==> src/rtl/soc_input_pkg.sv <==
// Shared types and default configuration for the SoC input conditioning stage.
// Key debouncer state encoding plus default timing constants.
package soc_input_pkg;

   typedef enum logic [1:0] {
      RELEASED,
      PRESS_CHK,
      PRESSED,
      RELEASE_CHK
   } key_state_t;

   localparam int DEBOUNCE_CYCLES_DEF = 500000;
   localparam int SYNC_STAGES_DEF     = 2;
   localparam int SW_WIDTH_DEF        = 8;

endpackage

==> src/rtl/soc_input_conditioner_sync.sv <==
// Multi-flop synchroniser bringing an asynchronous vector into the clk_i domain.
// Every stage resets to RESET_VAL so the far side sees an idle level during reset.
module bit_synchronizer
   import soc_input_pkg::*;
#(
   parameter int               WIDTH     = 1,
   parameter int               STAGES    = SYNC_STAGES_DEF,
   parameter logic [WIDTH-1:0] RESET_VAL = '0
) (
   input  logic             clk_i,
   input  logic             rst_i,
   input  logic [WIDTH-1:0] d_i,
   output logic [WIDTH-1:0] q_o
);

   logic [WIDTH-1:0] sync_q [STAGES];

   always_ff @(posedge clk_i or posedge rst_i) begin
      if (rst_i) begin
         for (int i = 0; i < STAGES; i++) begin
            sync_q[i] <= RESET_VAL;
         end
      end else begin
         sync_q[0] <= d_i;
         for (int i = 1; i < STAGES; i++) begin
            sync_q[i] <= sync_q[i-1];
         end
      end
   end

   assign q_o = sync_q[STAGES-1];

endmodule

==> src/rtl/soc_input_conditioner.sv <==
// Synchronises and debounces the accumulate key and conditions the switch vector.
// Optional macro SWITCH_DEBOUNCE_EN adds a stability filter on the switch vector.
module soc_input_conditioner
   import soc_input_pkg::*;
#(
   parameter int SW_WIDTH        = SW_WIDTH_DEF,
   parameter int SYNC_STAGES     = SYNC_STAGES_DEF,
   parameter int DEBOUNCE_CYCLES = DEBOUNCE_CYCLES_DEF
) (
   input  logic                clk_clk,
   input  logic                reset_reset,
   input  logic                key_accum_n,
   input  logic [SW_WIDTH-1:0] sw_raw,
   output logic                accumulate_button_export,
   output logic [SW_WIDTH-1:0] switch_wire_export,
   output logic                accum_press_pulse,
   output logic                accum_release_pulse
);

   localparam int                CNT_W   = $clog2(DEBOUNCE_CYCLES);
   localparam logic [CNT_W-1:0] CNT_MAX = CNT_W'(DEBOUNCE_CYCLES - 1);

   logic                ks;
   logic [SW_WIDTH-1:0] ss;

   bit_synchronizer #(
      .WIDTH     (1),
      .STAGES    (SYNC_STAGES),
      .RESET_VAL (1'b1)
   ) u_key_sync (
      .clk_i (clk_clk),
      .rst_i (reset_reset),
      .d_i   (key_accum_n),
      .q_o   (ks)
   );

   bit_synchronizer #(
      .WIDTH     (SW_WIDTH),
      .STAGES    (SYNC_STAGES),
      .RESET_VAL ('0)
   ) u_sw_sync (
      .clk_i (clk_clk),
      .rst_i (reset_reset),
      .d_i   (sw_raw),
      .q_o   (ss)
   );

   key_state_t       state_q, state_d;
   logic [CNT_W-1:0] cnt_q, cnt_d;
   logic             button_q, button_d;
   logic             press_q, press_d;
   logic             release_q, release_d;

   always_ff @(posedge clk_clk or posedge reset_reset) begin
      if (reset_reset) begin
         state_q   <= RELEASED;
         cnt_q     <= '0;
         button_q  <= 1'b1;
         press_q   <= 1'b0;
         release_q <= 1'b0;
      end else begin
         state_q   <= state_d;
         cnt_q     <= cnt_d;
         button_q  <= button_d;
         press_q   <= press_d;
         release_q <= release_d;
      end
   end

   // The CHK states exit on the terminal count, so cnt never needs to wrap.
   always_comb begin
      state_d   = state_q;
      cnt_d     = cnt_q;
      button_d  = button_q;
      press_d   = 1'b0;
      release_d = 1'b0;
      case (state_q)
         RELEASED: begin
            if (!ks) begin
               state_d = PRESS_CHK;
               cnt_d   = '0;
            end
         end
         PRESS_CHK: begin
            if (ks) begin
               state_d = RELEASED;
            end else if (cnt_q == CNT_MAX) begin
               state_d  = PRESSED;
               button_d = 1'b0;
               press_d  = 1'b1;
            end else begin
               cnt_d = cnt_q + CNT_W'(1);
            end
         end
         PRESSED: begin
            if (ks) begin
               state_d = RELEASE_CHK;
               cnt_d   = '0;
            end
         end
         RELEASE_CHK: begin
            if (!ks) begin
               state_d = PRESSED;
            end else if (cnt_q == CNT_MAX) begin
               state_d   = RELEASED;
               button_d  = 1'b1;
               release_d = 1'b1;
            end else begin
               cnt_d = cnt_q + CNT_W'(1);
            end
         end
         default: begin
            state_d = RELEASED;
         end
      endcase
   end

   logic [SW_WIDTH-1:0] sw_q;

`ifdef SWITCH_DEBOUNCE_EN
   logic [SW_WIDTH-1:0] cand_q, cand_d, sw_d;
   logic [CNT_W-1:0]    scnt_q, scnt_d;

   always_ff @(posedge clk_clk or posedge reset_reset) begin
      if (reset_reset) begin
         cand_q <= '0;
         scnt_q <= '0;
         sw_q   <= '0;
      end else begin
         cand_q <= cand_d;
         scnt_q <= scnt_d;
         sw_q   <= sw_d;
      end
   end

   // Any bit change reloads the candidate and restarts the whole vector.
   always_comb begin
      cand_d = cand_q;
      scnt_d = scnt_q;
      sw_d   = sw_q;
      if (ss != cand_q) begin
         cand_d = ss;
         scnt_d = '0;
      end else if (scnt_q == CNT_MAX) begin
         sw_d = cand_q;
      end else begin
         scnt_d = scnt_q + CNT_W'(1);
      end
   end
`else
   // Alignment stage keeps the same timing reference as the filtered build.
   logic [SW_WIDTH-1:0] sw_stage_q;

   always_ff @(posedge clk_clk or posedge reset_reset) begin
      if (reset_reset) begin
         sw_stage_q <= '0;
         sw_q       <= '0;
      end else begin
         sw_stage_q <= ss;
         sw_q       <= sw_stage_q;
      end
   end
`endif

   assign accumulate_button_export = button_q;
   assign accum_press_pulse        = press_q;
   assign accum_release_pulse      = release_q;
   assign switch_wire_export       = sw_q;

endmodule

==> config.mk <==
export PLATFORM = sky130hd
export DESIGN_NAME = soc_input_conditioner
export DESIGN_NICKNAME = d
export VERILOG_FILES = /design/src/rtl/soc_input_pkg.sv /design/src/rtl/soc_input_conditioner_sync.sv /design/src/rtl/soc_input_conditioner.sv
export SDC_FILE = /design/constraint.sdc
export NUM_CORES = 1
export LEC_CHECK = 0
export BUFFER_PORTS_ARGS = -buffer_cell sky130_fd_sc_hd__buf_2
export CAP_MARGIN = 20
export CORE_ASPECT_RATIO = 1.2
export CORE_MARGIN = 8
export CORE_UTILIZATION = 50
export DETAILED_ROUTE_END_ITERATION = 10
export PLACE_DENSITY_LB_ADDON = 0.05
export SETUP_SLACK_MARGIN = 0.15
export SLEW_MARGIN = 0
export SYNTH_ARGS = -nofsm -noshare
export SYNTH_HDL_FRONTEND = slang
export SYNTH_SLANG_ARGS = --single-unit
==> constraint.sdc <==
create_clock -name clk_clk -period 2.3 [get_ports clk_clk]
set_input_delay 0.46 -clock clk_clk [delete_from_list [all_inputs] [get_ports clk_clk]]
set_output_delay 0.46 -clock clk_clk [all_outputs]
set_load 0.1 [all_outputs]
==> summary.json, run 1 <==
{
  "timing": {
    "finalMaxSlewViolations": 0,
    "fmaxAchievable_mhz": 535,
    "final_hold_viol_count": 0,
    "hold_ws_ps": 184,
    "worst-slew-pin-transition_ps": 611,
    "max_slew_margin_pct": 59.1,
    "post-route-period-util_pct": 81.3,
    "skew_ps": 5.93,
    "report.final.setup_viol": 0,
    "min_period_ps": 1870,
    "timing.setup.tns_ps": 0,
    "rsz0062_at_grt": "no"
  },
  "clock_network": {
    "cts.sinks": 58,
    "post_cts_hold_buffer_count": 0,
    "cts_htree_levels": 3,
    "cts_inserted_buffers": 9,
    "cts.repair_timing.setup_buffer_count": 0,
    "cts_root_buffer": "sky130_fd_sc_hd__clkbuf_8",
    "cts_buffer_depth": 2,
    "path_clk_slew_ps": 60,
    "cts_tree": "built",
    "clk-insertion-delay-late_ps": 330
  },
  "route": {
    "wl_um": 4060,
    "first_iter_violations": 110,
    "avgViaCountPerCell": 5.44,
    "drt.antenna.violating_nets": 0,
    "residual_drc": 0,
    "num_vias": 1490,
    "routed_wire_length_per_instance_um": 14.8,
    "drtPass1Iterations": 4
  },
  "grt": {
    "grt_first_pass_wirelength_um": 7050,
    "overflow": 0,
    "grt_antenna_before_repair": 0,
    "grt_max_degree": 33,
    "grt_pass1_vias": 1492,
    "grt_util_all_layers_pct": 13.0
  },
  "critical_path": {
    "worstPathBufferInverterCount": 0,
    "crit_arrival_ps": 2060,
    "crit_path_max_fanout": 12,
    "critical_path.cell_chain": "xnor2_2 -> nand2_1 -> o311ai_0 -> o41ai_1",
    "critical_path_cell_count": 4,
    "setup.worst_path.class": "reg -> reg",
    "crit_slowest_cell": "sky130_fd_sc_hd__xnor2_2",
    "critical-path-top-delay-family": "XOR/XNOR gates",
    "critical_path.max_stage_delay_ps": 540,
    "worstRegToRegCells": 4,
    "end_kind": "flip-flop",
    "worstPathRequired_ps": 2490,
    "start_kind": "flip-flop"
  },
  "logic_synthesis": {
    "synth_top_cells_by_count": "55 x sky130_fd_sc_hd__dfrtp_1, 14 x sky130_fd_sc_hd__nand2_1, 11 x sky130_fd_sc_hd__o21ai_0, 10 x sky130_fd_sc_hd__nand3_1, 9 x sky130_fd_sc_hd__inv_1",
    "synth-main-ff-cell": "sky130_fd_sc_hd__dfrtp_1",
    "mean_area_per_synthesized_cell_sq_um": 12.2,
    "synthesis.nets": 198,
    "postSynthCellCount": 186,
    "most_frequent_cell_after_synthesis": "sky130_fd_sc_hd__dfrtp_1",
    "synth.area.top_cells": "sky130_fd_sc_hd__dfrtp_1 61%, sky130_fd_sc_hd__dfstp_2 3.5%, sky130_fd_sc_hd__o21ai_0 2.4%",
    "synth_area_sq_mm": 0.00227,
    "yosysSeqAreaShare_pct": 64.2,
    "synth_edf_count": 0,
    "yosys_warnings": 0,
    "synth_top_area_cell": "sky130_fd_sc_hd__dfrtp_1",
    "netlist.area_leader.share_pct": 60.7,
    "ys_async_rst_share_pct": 100,
    "yosys_register_bits": 58,
    "yosysUniqueCellTypes": 40
  },
  "floorplan": {
    "fp.dieArea_sq_mm": 0.00695,
    "die_width_um": 77.5,
    "number_of_ports_placed_on_the_die_boundary": 22,
    "core_area_sq_mm": 0.00446,
    "rows": 27,
    "floorplan.initialDensity_pct": 50.8,
    "fp.dieH_um": 89.7
  },
  "hold_path": {
    "min_path_type": "in -> async"
  },
  "finish": {
    "regArea_sq_mm": 0.00146,
    "number_of_filler_cells_placed_in_the_layout": 381,
    "multi_input_gate_area_sq_um": 724,
    "synthToLayoutAreaGrowth_pct": 16.7,
    "diodes": 0,
    "final_layout_size_suffix_gt1_share_pct": 23.1,
    "final_util_pct": 59.3,
    "finalNetCount": 223,
    "layout.cell_area.non_filler_sq_mm": 0.00265,
    "layoutNonFillerInstCount": 274
  },
  "pwr": {
    "p_leak_nw": 1.17,
    "power.density_mw_per_mm2": 850,
    "vdd_drop_max_mv": 0.617
  },
  "outcome": {
    "result_of_the_run": "complete, no violations"
  },
  "place": {
    "detailed_place_hpwl_um": 2820,
    "place_congestion": 0.879,
    "detailed_place.area_sq_mm": 0.00242,
    "dpl.cell_count": 258,
    "port_buffers": 21
  },
  "job": {
    "max-cap-violations": 0
  }
}
## what timing repair did
action / CTS / global route
hold endpoints to repair: 0 / 0
resized for setup: 1 / 0
endpoints found under the setup margin: 6 / 0
## per-stage QoR
stage / setup slack (ps) / power [W]
3_3_place_gp: 105 / 0.00126
6_report: 430 / 0.00225
3_5_place_dp: 59.1 / 0.00126
2_1_floorplan: 417 / 0.00122
5_1_grt: 259 / 0.00235
4_1_cts: 431 / 0.00228
## cells in the final DEF, fill, tap and decap left out, drive strengths merged, types with 2 or more instances in the layout
cell type,netlist,final
a31oi,2,2
dfrtp,55,55
a21oi,6,6
buf,7,24
nor3,2,2
a211oi,2,2
bufinv,0,2
mux2i,4,4
o41ai,2,2
clkbuf,3,11
nor2,8,8
nand3,10,10
or3,5,5
o21ai,11,11
or4,2,2
o211ai,3,3
dfstp,3,3
and4,4,4
nand2,14,14
and2,3,3
inv,9,9
clkinv,0,2
and3,3,3
xor2,2,2
nand2b,5,5
nor4b,3,3
o311ai,2,2
nand4,6,6
## kinds of logic after synthesis
group / share of synthesized area, %
AO/OA/AOI/OAI: 9.55
XOR/XNOR: 1.16
adder cells (fa/ha/maj): 0.552
buffers and inverters: 4.14
flip-flops: 64.2
multiplexers: 2.43
AND/OR/NAND/NOR: 17.9
## per-layer routing
metal | wire length [um] | vias up | GRT usage, %
li1 | - | 710 | -
met1 | 1720 | 730 | 15.5
met2 | 2040 | 45 | 19.5
met3 | 249 | 5 | 6.47
met4 | 48 | 0 | 5.21
met5 | 0 | - | 0
## final timing paths
check	to	slack (ps)
setup reg to reg	cnt_q[15]	430
min in group clk_clk	u_key_sync.sync_q[1]	230
hold / removal	u_sw_sync.q_o[1]	180
hold reg to reg	switch_wire_export[7]	350
setup / recovery	cnt_q[15]	430
max in group asynchronous	cnt_q[11]	1560
## flip-flops by register name, indices dropped and copies added (netlist names), named ones only
| signal | count |
|---|---|
| accum_press_pulse | 1 |
| u_sw_sync.q_o | 8 |
| accumulate_button_export | 1 |
| accum_release_pulse | 1 |
| state_q | 1 |
| u_sw_sync.sync_q | 8 |
| switch_wire_export | 8 |
| cnt_q | 19 |
| sw_stage_q | 8 |
| u_key_sync.sync_q | 1 |
| u_key_sync.q_o | 1 |
## layout make-up
cell class                 instances  share of cell area [%]
clock buffer                      11                    5.35
clock inverter                     5                    2.93
inverter                           9                    1.28
multi-input combinational        109                    27.4
sequential                        58                    55.0
tap                               58                    2.74
timing repair buffer              24                    5.30
## where the power goes
part	switching [W]	internal (W)	total, W	leakage [nW]
Clock	0.000372	0.000635	0.00101	0.109
Combinational	0.000111	0.0000372	0.000148	0.343
Sequential	0.0000246	0.00107	0.00109	0.720
No activity file was read; power rests on OpenSTA's default activity.
==> run 2, diff against run 1 <==
--- a/config.mk
+++ b/config.mk
@@ -5,6 +5,7 @@
 export SDC_FILE = /design/constraint.sdc
 export NUM_CORES = 1
 export LEC_CHECK = 0
+export ABC_AREA = 1
 export BUFFER_PORTS_ARGS = -buffer_cell sky130_fd_sc_hd__buf_2
 export CAP_MARGIN = 20
 export CORE_ASPECT_RATIO = 1.2
==> constraint.sdc (replaced) <==
create_clock -name clk_clk -period 1.87 [get_ports clk_clk]
set_input_delay 0.374 -clock clk_clk [delete_from_list [all_inputs] [get_ports clk_clk]]
set_output_delay 0.374 -clock clk_clk [all_outputs]
set_load 0.1 [all_outputs]
==> summary.json, run 2 <==
{
  "logic_synthesis": {
    "yosysSeqAreaShare_pct": 62.5,
    "most_frequent_cell_after_synthesis": "sky130_fd_sc_hd__nand2_1",
    "synth_top_cells_by_count": "63 x sky130_fd_sc_hd__nand2_1, 55 x sky130_fd_sc_hd__dfrtp_1, 29 x sky130_fd_sc_hd__nor2_1, 18 x sky130_fd_sc_hd__inv_1, 16 x sky130_fd_sc_hd__nand3_1",
    "synth_top_area_cell": "sky130_fd_sc_hd__dfrtp_1",
    "postSynthCellCount": 234,
    "yosys_register_bits": 58,
    "synthesis.nets": 246,
    "synth_area_sq_mm": 0.00233,
    "ys_async_rst_share_pct": 100,
    "yosys_warnings": 0,
    "yosysUniqueCellTypes": 24,
    "mean_area_per_synthesized_cell_sq_um": 9.96,
    "netlist.area_leader.share_pct": 59.1,
    "synth.area.top_cells": "sky130_fd_sc_hd__dfrtp_1 59%, sky130_fd_sc_hd__nand2_1 10%, sky130_fd_sc_hd__nor2_1 4.7%",
    "synth_edf_count": 0,
    "synth-main-ff-cell": "sky130_fd_sc_hd__dfrtp_1"
  },
  "critical_path": {
    "critical-path-top-delay-family": "flip-flops",
    "crit-reg2reg-launch": "cnt_q[10]",
    "worstPathRequired_ps": 1500,
    "crit_slowest_cell": "sky130_fd_sc_hd__dfstp_2",
    "start_kind": "flip-flop",
    "worstSetupStartpoint": "accumulate_button_export",
    "worstPathBufferInverterCount": 1,
    "crit_path_max_fanout": 2,
    "end_kind": "output pin",
    "critical_path.max_stage_delay_ps": 530,
    "setup.worst_path.class": "reg -> out",
    "crit_arrival_ps": 1280,
    "critical_path.cell_chain": "buf_2"
  },
  "clock_network": {
    "cts_tree": "built",
    "clk-insertion-delay-late_ps": 330,
    "post_cts_hold_buffer_count": 0,
    "cts_htree_levels": 3,
    "cts_inserted_buffers": 9,
    "cts_buffer_depth": 2,
    "cts.sinks": 58,
    "path_clk_slew_ps": 70,
    "cts_root_buffer": "sky130_fd_sc_hd__clkbuf_8"
  },
  "floorplan": {
    "number_of_ports_placed_on_the_die_boundary": 22,
    "fp.dieH_um": 90.8,
    "floorplan.initialDensity_pct": 51.5,
    "core_area_sq_mm": 0.00453,
    "rows": 27,
    "fp.dieArea_sq_mm": 0.00711,
    "die_width_um": 78.3
  },
  "timing": {
    "post-route-period-util_pct": 88.5,
    "worst-slew-pin-transition_ps": 491,
    "timing.setup.tns_ps": 0,
    "min_period_ps": 1650,
    "max_slew_margin_pct": 67.2,
    "fmaxAchievable_mhz": 604,
    "finalMaxSlewViolations": 0,
    "skew_ps": 11.2,
    "final_hold_viol_count": 0,
    "report.final.setup_viol": 0,
    "rsz0062_at_grt": "no"
  },
  "grt": {
    "grt_first_pass_wirelength_um": 7490,
    "grt_util_all_layers_pct": 13.5,
    "grt_pass1_vias": 1634,
    "grt_antenna_before_repair": 0,
    "grt_max_degree": 38,
    "overflow": 0
  },
  "place": {
    "port_buffers": 21,
    "detailed_place_hpwl_um": 2970,
    "place_congestion": 0.860
  },
  "pwr": {
    "p_leak_nw": 1.27,
    "vdd_drop_max_mv": 1.12,
    "comb_power_share_pct": 8.3,
    "power.switching_w": 0.000674,
    "cell_internal_pwr_w": 0.00205,
    "power.share.sequential_pct": 48.8,
    "power_frac_clock_pct": 42.9,
    "switching_share_pct": 24.7,
    "power.density_mw_per_mm2": 988
  },
  "finish": {
    "synthToLayoutAreaGrowth_pct": 18.3,
    "number_of_filler_cells_placed_in_the_layout": 402,
    "multi_input_gate_area_sq_um": 786,
    "layout_commonest_cell": "sky130_fd_sc_hd__nand2_1",
    "final_layout_size_suffix_gt1_share_pct": 20.9,
    "final_util_pct": 60.9,
    "regArea_sq_mm": 0.00146,
    "most-common-layout-cells": "63 x sky130_fd_sc_hd__nand2_1, 55 x sky130_fd_sc_hd__dfrtp_1, 29 x sky130_fd_sc_hd__nor2_1, 21 x sky130_fd_sc_hd__buf_2, 17 x sky130_fd_sc_hd__inv_1",
    "diodes": 0,
    "largest_reg_flops": 19,
    "finalNetCount": 280,
    "top_register": "cnt_q"
  },
  "route": {
    "residual_drc": 0,
    "first_iter_violations": 106,
    "num_vias": 1608,
    "routed_wire_length_per_instance_um": 13.2,
    "route.layer.met1.wl_um": 2020,
    "met3_length_um": 216,
    "wl_um": 4370,
    "maxUsedRoutingLayer": "met4",
    "drtPass1Iterations": 4,
    "avgViaCountPerCell": 4.86,
    "drt.antenna.violating_nets": 0,
    "met2_wirelength_um": 2030
  },
  "hold_path": {
    "min_path_type": "in -> async"
  },
  "job": {
    "max-cap-violations": 0
  },
  "outcome": {
    "result_of_the_run": "complete, no violations"
  }
}
==> run 2: cell types whose count changed in the layout (fill, tap and decap cells not counted), moves of 7 or more <==
cell	change
sky130_fd_sc_hd__nand2_1	+49
sky130_fd_sc_hd__xor2_1	+8
sky130_fd_sc_hd__nor2_1	+21
sky130_fd_sc_hd__inv_1	+9
sky130_fd_sc_hd__o21ai_1	+7
==> run 2: power by group through the flow <==
stage	sequential, W	combinational [W]	clock, W
after floorplan	0.00142	0.0000923	0
after global placement	0.00135	0.000219	0
after detailed placement	0.00135	0.000219	0
after CTS	0.00133	0.000220	0.00119
after global routing	0.00133	0.000243	0.00124
final	0.00133	0.000226	0.00117
==> run 2: timing repair <==
action | 4_1_cts | 5_1_grt
pin swaps | 0 | 1
cloned | 0 | 0
gates resized for setup | 1 | 3
setup buffers | 0 | 1
setup endpoints to repair | 1 | 15
==> run 2: layer usage <==
metal,up-vias,GRT usage [%]
met5,-,0
met4,0,6.97
li1,809,-
met2,37,20.6
met1,752,16.0
met3,10,4.98
==> run 2: worst register-to-register path: stages, from the launching register on <==
cell                      delay [ps]
sky130_fd_sc_hd__dfrtp_1         430
sky130_fd_sc_hd__nor2_1          150
sky130_fd_sc_hd__nand3_2         110
sky130_fd_sc_hd__nor3_4          230
sky130_fd_sc_hd__nand2_2         130
sky130_fd_sc_hd__nand2_4         110
sky130_fd_sc_hd__nand2_4         120
sky130_fd_sc_hd__nand2_1         110
sky130_fd_sc_hd__nand2_1          50
==> run 2: cell type report <==
type                    instances  share of cell area, %
flip-flops and latches         58                   52.8
multi-input cells             153                   28.5
repair buffers                 27                   5.90
clock buffers                  12                   5.63
inverters                      19                   2.72
well taps                      58                   2.63
clock inverters                 4                   1.82
==> run 2: stage by stage <==
step	hold slack (ps)	std cells	setup WS [ps]	power (W)	cell area, sq um
floorplan	331	234	310	0.00151	2330
global placement	331	314	234	0.00157	2520
detailed placement	335	314	166	0.00157	2520
CTS	74.7	330	202	0.00274	2730
global route	97.7	331	161	0.00282	2760
finish	60.3	331	215	0.00272	2760
==> run 2: final timing paths <==
path | to | slack [ps] | cells past startpoint
worst min register to register | sw_stage_q[6] | 350 | 0
max in group asynchronous | cnt_q[8] | 1280 | 3
min in group clk_clk | u_key_sync.sync_q[1] | 140 | 1
worst max-delay path | accumulate_button_export | 220 | 1
worst min-delay path | accum_press_pulse | 60 | 2
worst max register to register | cnt_q[11] | 310 | 8
==> run 2: cell families after synthesis <==
| group | count (synthesis) | synth area share, % |
|---|---|---|
| AOI/OAI and AO/OA | 16 | 3.87 |
| xor gates and xnor gates | 11 | 4.14 |
| adders and majority gates | 1 | 0.537 |
| buffers and inverters | 23 | 4.73 |
| DFF | 58 | 62.5 |
| and+or+nand+nor | 125 | 24.3 |
==> run 3, diff against run 2 <==
--- a/config.mk
+++ b/config.mk
@@ -6,12 +6,12 @@
 export NUM_CORES = 1
 export LEC_CHECK = 0
 export ABC_AREA = 1
-export BUFFER_PORTS_ARGS = -buffer_cell sky130_fd_sc_hd__buf_2
 export CAP_MARGIN = 20
 export CORE_ASPECT_RATIO = 1.2
 export CORE_MARGIN = 8
 export CORE_UTILIZATION = 50
 export DETAILED_ROUTE_END_ITERATION = 10
+export DONT_BUFFER_PORTS = 1
 export PLACE_DENSITY_LB_ADDON = 0.05
 export SETUP_SLACK_MARGIN = 0.15
 export SLEW_MARGIN = 0
==> summary.json, run 3 (synthesis gave the netlist of run 2 again) <==
{
  "floorplan": {
    "number_of_ports_placed_on_the_die_boundary": 22,
    "rows": 27,
    "floorplan.initialDensity_pct": 51.5,
    "die_width_um": 78.3,
    "fp.dieH_um": 90.8,
    "core_area_sq_mm": 0.00453,
    "fp.dieArea_sq_mm": 0.00711
  },
  "route": {
    "wl_um": 4480,
    "avgViaCountPerCell": 5.10,
    "met3_length_um": 218,
    "first_iter_violations": 216,
    "routed_wire_length_per_instance_um": 14.1,
    "residual_drc": 0,
    "num_vias": 1623,
    "drtPass1Iterations": 4,
    "maxUsedRoutingLayer": "met4",
    "route.layer.met1.wl_um": 1980,
    "met2_wirelength_um": 2140,
    "drt.antenna.violating_nets": 0
  },
  "timing": {
    "rsz0062_at_grt": "no",
    "worst-slew-pin-transition_ps": 612,
    "final_hold_viol_count": 0,
    "max_slew_margin_pct": 59.1,
    "report.final.setup_viol": 0,
    "fmaxAchievable_mhz": 639,
    "setup_ws_ps": 304,
    "skew_ps": 11.6,
    "finalMaxSlewViolations": 0,
    "timing.setup.tns_ps": 0,
    "post-route-period-util_pct": 83.7,
    "min_period_ps": 1570
  },
  "critical_path": {
    "end_kind": "flip-flop",
    "worstPathRequired_ps": 2120,
    "start_kind": "flip-flop",
    "regToRegEndpoint": "cnt_q[15]",
    "worstRegToRegCells": 7,
    "crit-reg2reg-launch": "cnt_q[1]",
    "crit_path_max_fanout": 21,
    "ff2ff_setup_slack_ps": 300,
    "setup.worst_path.class": "reg -> reg",
    "crit_arrival_ps": 1820
  },
  "grt": {
    "overflow": 0,
    "grt_antenna_before_repair": 0,
    "grt_pass1_vias": 1759,
    "grt_first_pass_wirelength_um": 8030,
    "grt_util_all_layers_pct": 14.4,
    "grt_max_degree": 31
  },
  "hold_path": {
    "number_of_cells_on_the_worst_hold_path": 0,
    "min_from": "key_accum_n",
    "hold_end": "u_key_sync.sync_q[1]",
    "min_path_type": "in -> reg"
  },
  "job": {
    "max-cap-violations": 0
  },
  "finish": {
    "layout_commonest_cell": "sky130_fd_sc_hd__nand2_1",
    "synthToLayoutAreaGrowth_pct": 16.3,
    "final_util_pct": 59.9,
    "finalNetCount": 267,
    "top_register": "cnt_q",
    "number_of_filler_cells_placed_in_the_layout": 387,
    "multi_input_gate_area_sq_um": 793,
    "most-common-layout-cells": "63 x sky130_fd_sc_hd__nand2_1, 55 x sky130_fd_sc_hd__dfrtp_1, 28 x sky130_fd_sc_hd__nor2_1, 17 x sky130_fd_sc_hd__inv_1, 16 x sky130_fd_sc_hd__nand3_1",
    "diodes": 0,
    "layout.cell_area.non_filler_sq_mm": 0.00271,
    "largest_reg_flops": 19,
    "final_layout_size_suffix_gt1_share_pct": 16.5,
    "regArea_sq_mm": 0.00146
  },
  "place": {
    "detailed_place.area_sq_mm": 0.00248,
    "detailedPlace.worstSlack_ps": 159,
    "place_congestion": 0.886,
    "detailed_place_hpwl_um": 3170,
    "port_buffers": 0
  },
  "clock_network": {
    "cts_root_buffer": "sky130_fd_sc_hd__clkbuf_8",
    "cts.repair_timing.setup_buffer_count": 0,
    "cts_htree_levels": 3,
    "path_clk_slew_ps": 70,
    "cts.sinks": 58,
    "cts_buffer_depth": 2,
    "cts_tree": "built",
    "cts_inserted_buffers": 9,
    "clk-insertion-delay-late_ps": 340
  },
  "pwr": {
    "power.density_mw_per_mm2": 984,
    "p_leak_nw": 1.22,
    "vdd_drop_max_mv": 0.813
  },
  "outcome": {
    "result_of_the_run": "complete, no violations"
  }
}
-- run 3: final cells by class --
cell class,count,area share [%]
timing repair buffer,14,4.43
tap,58,2.68
clock buffer,10,4.71
clock inverter,6,2.45
sequential,58,53.7
multi-input combinational,153,29.3
inverter,19,2.77
-- run 3: power breakdown --
group	internal, W	switching, W	total, W
clock network	0.000617	0.000502	0.00112
logic	0.0000495	0.000155	0.000205
registers	0.00131	0.0000371	0.00134
total	0.00197	0.000694	0.00267
-- run 3: per-layer routing --
metal  track usage (%)  up-vias
met1              16.9      786
li1                  -      784
met3              3.98       15
met2              22.0       38
met5                 0        -
met4              10.1        0
-- run 3: how the worst max path moves through the flow --
stage                         startpoint   endpoint  slack [ps]  cells past startpoint
after floorplan                 cnt_q[0]  cnt_q[11]         310                      9
after global placement          cnt_q[1]  cnt_q[17]         240                      6
after detailed placement        cnt_q[1]   cnt_q[2]         160                      7
after CTS                       cnt_q[1]   cnt_q[2]         240                      7
after global routing      u_key_sync.q_o   cnt_q[7]         160                      8
final                           cnt_q[1]  cnt_q[15]         300                      7
-- run 3: worst max-delay path, cell delays in order, from the launching register on --
cell and delay (ps):
sky130_fd_sc_hd__dfrtp_1 420, sky130_fd_sc_hd__ha_4 180, sky130_fd_sc_hd__nand3_4 110, sky130_fd_sc_hd__nor3_4 240
sky130_fd_sc_hd__nand3_2 180, sky130_fd_sc_hd__nand2_8 200, sky130_fd_sc_hd__nand2_1 60, sky130_fd_sc_hd__o21ai_1 90
-- run 3: timing repair --
action,in CTS,in global routing
endpoints found under the hold margin,28,0
pin swaps,0,1
hold buffers,1,0
gates resized for setup,1,5
gates cloned,0,0
endpoints found under the setup margin,4,15
-- run 3: metrics by stage --
stage          total power [W]  hold slack [ps]  std cells
6_report               0.00267             39.9        318
5_1_grt                0.00277             22.9        318
4_1_cts                0.00270             20.0        318
3_5_place_dp           0.00156              335        301
3_3_place_gp           0.00155              323        301
2_1_floorplan          0.00151              331        234
